[src/rtl/remote_comm_if.sv]
// Host-side command/response bundle for remote_comm: command request, serial lines and
// response status. The master drives commands and the RX line; the slave is remote_comm.
interface remote_comm_if;
  logic [15:0] cmd;
  logic        snd_cmd;
  logic        busy;
  logic        cmd_snt;
  logic        TX;
  logic        RX;
  logic [7:0]  resp;
  logic        resp_rdy;
  logic        clr_resp_rdy;
  logic        frm_err;

  modport master (
    output cmd, snd_cmd, clr_resp_rdy, RX,
    input  busy, cmd_snt, TX, resp, resp_rdy, frm_err
  );

  modport slave (
    input  cmd, snd_cmd, clr_resp_rdy, RX,
    output busy, cmd_snt, TX, resp, resp_rdy, frm_err
  );
endinterface

[src/rtl/remote_comm.sv]
// Remote command source: sends a 16-bit command as two back-to-back 8N1 bytes (high byte
// first) on TX and independently receives 8N1 response bytes on RX.
module remote_comm #(
  parameter int unsigned BAUD_DIV = 434
) (
  input logic          clk,
  input logic          rst,
  remote_comm_if.slave bus
);

  localparam int unsigned     CntW    = $clog2(BAUD_DIV);
  localparam logic [CntW-1:0] BaudMax = CntW'(BAUD_DIV - 1);
  localparam logic [CntW-1:0] HalfMax = CntW'(BAUD_DIV / 2 - 1);

  // ---------------------------------------------------------------------------
  // Transmitter
  // ---------------------------------------------------------------------------
  typedef enum logic [1:0] {TxIdle, TxHi, TxLo} tx_state_e;

  tx_state_e       tx_state_q, tx_state_d;
  logic [CntW-1:0] tx_baud_q, tx_baud_d;
  logic [3:0]      tx_bit_q, tx_bit_d;
  logic [15:0]     shadow_q, shadow_d;
  logic            tx_q, tx_d;
  logic            cmd_snt;
  logic            accept;
  logic [7:0]      tx_byte;
  logic [2:0]      tx_idx;

  always_ff @(posedge clk) begin
    if (rst) begin
      tx_state_q <= TxIdle;
      tx_baud_q  <= '0;
      tx_bit_q   <= '0;
      shadow_q   <= '0;
      tx_q       <= 1'b1;
    end else begin
      tx_state_q <= tx_state_d;
      tx_baud_q  <= tx_baud_d;
      tx_bit_q   <= tx_bit_d;
      shadow_q   <= shadow_d;
      tx_q       <= tx_d;
    end
  end

  always_comb begin
    tx_state_d = tx_state_q;
    tx_baud_d  = tx_baud_q;
    tx_bit_d   = tx_bit_q;
    shadow_d   = shadow_q;
    cmd_snt    = 1'b0;
    accept     = 1'b0;

    unique case (tx_state_q)
      TxIdle: begin
        if (bus.snd_cmd) begin
          accept     = 1'b1;
          tx_state_d = TxHi;
          tx_baud_d  = '0;
          tx_bit_d   = '0;
          shadow_d   = bus.cmd;
        end
      end
      TxHi, TxLo: begin
        if (tx_baud_q == BaudMax) begin
          tx_baud_d = '0;
          if (tx_bit_q == 4'd9) begin
            tx_bit_d = '0;
            if (tx_state_q == TxHi) begin
              tx_state_d = TxLo;
            end else begin
              tx_state_d = TxIdle;
              cmd_snt    = 1'b1;
            end
          end else begin
            tx_bit_d = tx_bit_q + 4'd1;
          end
        end else begin
          tx_baud_d = tx_baud_q + 1'b1;
        end
      end
      default: tx_state_d = TxIdle;
    endcase

    // TX is registered from next-state values so each bit starts exactly on its boundary.
    tx_byte = (tx_state_d == TxHi) ? shadow_d[15:8] : shadow_d[7:0];
    tx_idx  = 3'(tx_bit_d - 4'd1);
    if (tx_state_d == TxIdle) begin
      tx_d = 1'b1;
    end else if (tx_bit_d == 4'd0) begin
      tx_d = 1'b0;
    end else if (tx_bit_d == 4'd9) begin
      tx_d = 1'b1;
    end else begin
      tx_d = tx_byte[tx_idx];
    end
  end

  // ---------------------------------------------------------------------------
  // Receiver
  // ---------------------------------------------------------------------------
  typedef enum logic [1:0] {RxIdle, RxStart, RxData, RxStop} rx_state_e;

  logic            rx_s1_q, rx_s2_q, rx_prev_q;
  rx_state_e       rx_state_q, rx_state_d;
  logic [CntW-1:0] rx_baud_q, rx_baud_d;
  logic [2:0]      rx_bit_q, rx_bit_d;
  logic [7:0]      rx_shift_q, rx_shift_d;
  logic            rx_bad_q, rx_bad_d;
  logic [7:0]      resp_q, resp_d;
  logic            resp_rdy_q, resp_rdy_d;
  logic            rx_set;
  logic            frm_err;

  always_ff @(posedge clk) begin
    if (rst) begin
      rx_s1_q    <= 1'b1;
      rx_s2_q    <= 1'b1;
      rx_prev_q  <= 1'b1;
      rx_state_q <= RxIdle;
      rx_baud_q  <= '0;
      rx_bit_q   <= '0;
      rx_shift_q <= '0;
      rx_bad_q   <= 1'b0;
      resp_q     <= '0;
      resp_rdy_q <= 1'b0;
    end else begin
      rx_s1_q    <= bus.RX;
      rx_s2_q    <= rx_s1_q;
      rx_prev_q  <= rx_s2_q;
      rx_state_q <= rx_state_d;
      rx_baud_q  <= rx_baud_d;
      rx_bit_q   <= rx_bit_d;
      rx_shift_q <= rx_shift_d;
      rx_bad_q   <= rx_bad_d;
      resp_q     <= resp_d;
      resp_rdy_q <= resp_rdy_d;
    end
  end

  always_comb begin
    rx_state_d = rx_state_q;
    rx_baud_d  = rx_baud_q;
    rx_bit_d   = rx_bit_q;
    rx_shift_d = rx_shift_q;
    rx_bad_d   = rx_bad_q;
    rx_set     = 1'b0;
    frm_err    = 1'b0;

    unique case (rx_state_q)
      RxIdle: begin
        if (rx_prev_q && !rx_s2_q) begin
          rx_state_d = RxStart;
          rx_baud_d  = '0;
        end
      end
      RxStart: begin
        if (rx_baud_q == HalfMax) begin
          rx_baud_d = '0;
          if (rx_s2_q) begin
            rx_state_d = RxIdle;
          end else begin
            rx_state_d = RxData;
            rx_bit_d   = '0;
          end
        end else begin
          rx_baud_d = rx_baud_q + 1'b1;
        end
      end
      RxData: begin
        if (rx_baud_q == BaudMax) begin
          rx_baud_d  = '0;
          rx_shift_d = {rx_s2_q, rx_shift_q[7:1]};
          if (rx_bit_q == 3'd7) begin
            rx_state_d = RxStop;
          end else begin
            rx_bit_d = rx_bit_q + 3'd1;
          end
        end else begin
          rx_baud_d = rx_baud_q + 1'b1;
        end
      end
      RxStop: begin
        // After a framing error, hold here until the line returns high.
        if (rx_bad_q) begin
          if (rx_s2_q) begin
            rx_bad_d   = 1'b0;
            rx_state_d = RxIdle;
          end
        end else if (rx_baud_q == BaudMax) begin
          rx_baud_d = '0;
          if (rx_s2_q) begin
            rx_set     = 1'b1;
            rx_state_d = RxIdle;
          end else begin
            frm_err  = 1'b1;
            rx_bad_d = 1'b1;
          end
        end else begin
          rx_baud_d = rx_baud_q + 1'b1;
        end
      end
      default: rx_state_d = RxIdle;
    endcase

    resp_d = rx_set ? rx_shift_q : resp_q;
    if (rx_set) begin
      resp_rdy_d = 1'b1;
    end else if (bus.clr_resp_rdy || accept) begin
      resp_rdy_d = 1'b0;
    end else begin
      resp_rdy_d = resp_rdy_q;
    end
  end

  assign bus.TX       = tx_q;
  assign bus.busy     = (tx_state_q != TxIdle);
  assign bus.cmd_snt  = cmd_snt;
  assign bus.resp     = resp_q;
  assign bus.resp_rdy = resp_rdy_q;
  assign bus.frm_err  = frm_err;

endmodule

[src/flat_wrapper.sv]
// flat-port wrapper written by rule: the top's interface ports become plain ports
module remote_comm_flat 
#(
  parameter int unsigned BAUD_DIV = 434
)
  (clk, rst, bus_cmd, bus_snd_cmd, bus_clr_resp_rdy, bus_RX, bus_busy, bus_cmd_snt, bus_TX, bus_resp, bus_resp_rdy, bus_frm_err);
  remote_comm_if bus_i ();
  input logic clk;
  input logic rst;
  input wire logic [$bits(bus_i.cmd)-1:0] bus_cmd;
  input wire logic [$bits(bus_i.snd_cmd)-1:0] bus_snd_cmd;
  input wire logic [$bits(bus_i.clr_resp_rdy)-1:0] bus_clr_resp_rdy;
  input wire logic [$bits(bus_i.RX)-1:0] bus_RX;
  output wire logic [$bits(bus_i.busy)-1:0] bus_busy;
  output wire logic [$bits(bus_i.cmd_snt)-1:0] bus_cmd_snt;
  output wire logic [$bits(bus_i.TX)-1:0] bus_TX;
  output wire logic [$bits(bus_i.resp)-1:0] bus_resp;
  output wire logic [$bits(bus_i.resp_rdy)-1:0] bus_resp_rdy;
  output wire logic [$bits(bus_i.frm_err)-1:0] bus_frm_err;
  assign bus_i.cmd = bus_cmd;
  assign bus_i.snd_cmd = bus_snd_cmd;
  assign bus_i.clr_resp_rdy = bus_clr_resp_rdy;
  assign bus_i.RX = bus_RX;
  assign bus_busy = bus_i.busy;
  assign bus_cmd_snt = bus_i.cmd_snt;
  assign bus_TX = bus_i.TX;
  assign bus_resp = bus_i.resp;
  assign bus_resp_rdy = bus_i.resp_rdy;
  assign bus_frm_err = bus_i.frm_err;
  remote_comm #(.BAUD_DIV(BAUD_DIV)) u_core (.clk(clk), .rst(rst), .bus(bus_i));
endmodule
[config.mk]
export PLATFORM = sky130hd
export DESIGN_NAME = remote_comm_flat
export DESIGN_NICKNAME = d
export VERILOG_FILES = /design/src/rtl/remote_comm_if.sv /design/src/rtl/remote_comm.sv /design/src/flat_wrapper.sv
export SDC_FILE = /design/constraint.sdc
export NUM_CORES = 1
export LEC_CHECK = 0
export CAP_MARGIN = 20
export CORE_UTILIZATION = 55
export DETAILED_ROUTE_END_ITERATION = 12
export PLACE_DENSITY = 0.88
export SYNTH_ARGS = -nofsm -noshare
export SYNTH_HDL_FRONTEND = slang
export SYNTH_SLANG_ARGS = --single-unit
[constraint.sdc]
create_clock -name clk -period 4.1 [get_ports clk]
set_clock_uncertainty 0.05 [all_clocks]
set_input_delay 0.615 -clock clk [delete_from_list [all_inputs] [get_ports clk]]
set_output_delay 0.615 -clock clk [all_outputs]
set_load 0.01 [all_outputs]
==> summary.md <==
| Metric | Value |
|---|---|
| Status | finished, final reports clean |
| Leak pwr | 1.629 nW |
| Final Util | between 60% and 70% |
| Via count of the first global-routing pass | around 3,000 |
| Fin nets | between 400 and 500 |
| Layout cells sized above 1 | under 10% |
| Max Buffers Root-to-Sink | 2 |
| Initial Util | between 50% and 60% |
| Critical Path Start Type | flip-flop |
| # DRC | 0 |
| Setup bufs post-CTS | 0 |
| # resized after CTS | 0 |
| Final Hold Vio Count | 0 |
| Hold Crit Start | u_core.rx_s1_q$_SDFF_PP1_ |
| Mean post-synth cell area | about 8.4 µm² |
| Wire length per cell | 14.94 µm |
| Reg-to-reg startpoint | u_core.tx_state_q[0]$_SDFF_PP0_ |
| Max-cap violations | 0 |
| Post-synth EDFFs | 0 |
| Register bit total from synthesis | between 60 and 70 |
| Area growth, synth to finish | 14.76% |
| TritonCTS buffer count | 9 |
| Setup TNS | 0 ps |
| Num rows | 29 |
| DPL Wire Length | approximately 5.4 mm |
| Yosys warnings | 0 |
| CTS tree | yes |
| Setup crit start | u_core.tx_state_q[0]$_SDFF_PP0_ |
| Total power | ~1.4 mW |
| Final Cell Area | roughly 4200 µm² |
| Count of pins over their slew limit | 0 |
| Slew HR | roughly a third |
| Global-route wire length before repair | ~13 mm |
| Crit share post-route | between 80% and 90% |
| CP Cell Sequence | inv_1, ha_1, and2b_2, o21ai_1, nand3_4, ha_1, inv_1, nand2_1, a31oi_1, a311oi_1, o2bb2a_4 |
| TritonRoute pass-1 iters | 6 |
| Reg-to-reg slack, setup | just over 800 ps |
| Mapped Nets | between 400 and 500 |
| Placed cells | approximately 530 |
| Peak Freq | 303.9 MHz |
| Clock Latency Late Sink | roughly 360 ps |
| Boundary Pins | 34 |
| Grt met3 use | ~5.8% |
| Worst slack, placed | roughly 650 ps |
| Chip width | roughly 84 µm |
| Area of the multi-input gates | roughly 2200 µm² |
| Library cells used by synthesis | 76 |
| Core area | 6386 µm² |
| Sequential Area | around 1300 µm² |
| Final Setup Violations | 0 |
| Diode count | 0 |
| Vias per std cell | around 6.0 |
| Total GRT Usage | a little under a quarter |
| Largest net degree at the start of global routing | 56 |
| GRT overflow | 0 |
| Critical path peak fanout | 8 |
| Port Buffers | 33 |
| Die Y | between 80 and 90 µm |
| Htree depth | 3 |
| Die ar. | 7019 µm² |
| Minimum hold slack | ~360 ps |
| Routed Antenna Nets | 0 |
| CP Class | reg2reg |
| Layout Cells excl Fill | between 500 and 600 |
| Ys async rst share | 0% |
| Critical path endpoint category | flip-flop |
| Synthesized netlist cell count | ~440 |
| Iteration-0 DRC count of the detailed router | 273 |
| Worst IR drop on VDD | 0.2614 mV |
| Placed instance area | 4040 µm² |
| Total number of vias | between 3,000 and 4,000 |
| Clock transition at path regs | ~70 ps |
| Register area share after synthesis | between 30% and 40% |
| M1 GR Usage | 27.73% |
| Fin crit period | approximately 3300 ps |
| Met2 GRT Util | roughly 39% |
| Mapped Area | around 3700 µm² |
| Setup repair after global routing missed its margin | no |
| Clk sinks | 67 |
| Fill cells | 511 |
| CP Data Required Time | between 4000 and 5000 ps |
| Worst min-delay path class | reg2reg |
| Critical path's slowest cell | o21ai_1 |
| Antenna violations before repair | 0 |
| Pwr Density | ~340 nW/µm² |
| Drt total wl | approximately 8 mm |
| Commonest non-fill, non-tap cells in the layout | 67 x nand2_1, 67 x dfxtp_1, 45 x nor2_1, 43 x a21oi_1, 32 x clkdlybuf4s50_1 |
| Clock root cell | clkbuf_8 |
| GP Congestion | between 0.8 and 0.9 |
| Worst EP arrival | 3490 ps |
| Final WS setup | about 810 ps |
| Largest stage delay, worst path | a little over 500 ps |
| Least-Margin Pin Slew | between 1000 and 1500 ps |
| GRT Max-Usage Layer | met2 |
| Synth Flop Type | dfxtp_1 |
| Hold_buf cts | 0 |
area by class of cell:
type,count,share of cell area [%]
multi-input cells,332,51.99
flip-flops and latches,67,31.77
repair buffers,36,8.239
clock buffers,11,3.349
well taps,77,2.282
inverters,16,1.423
clock inverters,3,0.9484
synth_stat cells, drive strengths merged, types with 3 or more instances:
cell type	instances	area, µm²
a2111oi	4	37.54
a21boi	5	37.54
a21oi	43	215.2
a22oi	3	22.52
a32oi	3	26.28
and2	3	21.27
and3	3	21.27
buf	4	25.02
clkbuf	17	63.81
dfxtp	67	1341
ha	16	200.2
inv	16	60.06
mux2i	10	100.1
nand2	67	251.5
nand3	18	107.6
nand3b	3	22.52
nand4	8	50.05
nand4b	5	58.80
nor2	46	188.9
nor2b	3	21.27
nor3	4	20.02
nor4	7	43.79
o211ai	3	27.52
o21ai	15	75.07
or2	4	25.02
or3	4	26.28
xor2	7	61.31
cell families after synthesis:
group                      Yosys count  synth area share, %
adders and majority gates           16                5.442
buffers and inverters               37                4.048
muxes                               14                4.762
DFF                                 67                36.46
xor gates and xnor gates             9                2.143
and+or+nand+nor                    188                27.18
AOI/OAI and AO/OA                  105                19.97
layer usage:
layer / vias up / wire length [µm]
li1: 1620 / -
met1: 1521 / 3543
met2: 106 / 3923
met3: 23 / 459
met4: 0 / 174
met5: - / 0
flip-flops by register name (all words and copies together) (netlist names), 2 cells and up, named ones only:
register and count:
u_core.bus.resp 8, u_core.rx_shift_q 8, u_core.rx_bit_q 3, u_core.tx_baud_q 9
u_core.tx_state_q 2, u_core.rx_baud_q 9, u_core.shadow_q 16, u_core.tx_bit_q 4
path summary, 6_finish.rpt:
check | endpoint | cells after the start
hold reg to reg | u_core.rx_s2_q$_SDFF_PP1_ | 1
setup reg to reg | u_core.bus.TX$_SDFF_PP1_ | 11
hold / removal | u_core.rx_s2_q$_SDFF_PP1_ | 1
setup / recovery | u_core.bus.TX$_SDFF_PP1_ | 11
power by group:
group          switching (mW)  leakage, nW  total [mW]  internal [mW]
combinational           0.108        0.990       0.193         0.0852
sequential             0.0158        0.544       0.685          0.669
clock                   0.251       0.0950       0.540          0.289
critical path: cells and delay by family (launching register included):
kind            cells  cell delay, ps
buf+inv             2             180
flops               1             440
fa+ha+maj           2             720
simple gates        3             620
compound gates      4            1170
No activity file was read; power rests on OpenSTA's default activity.
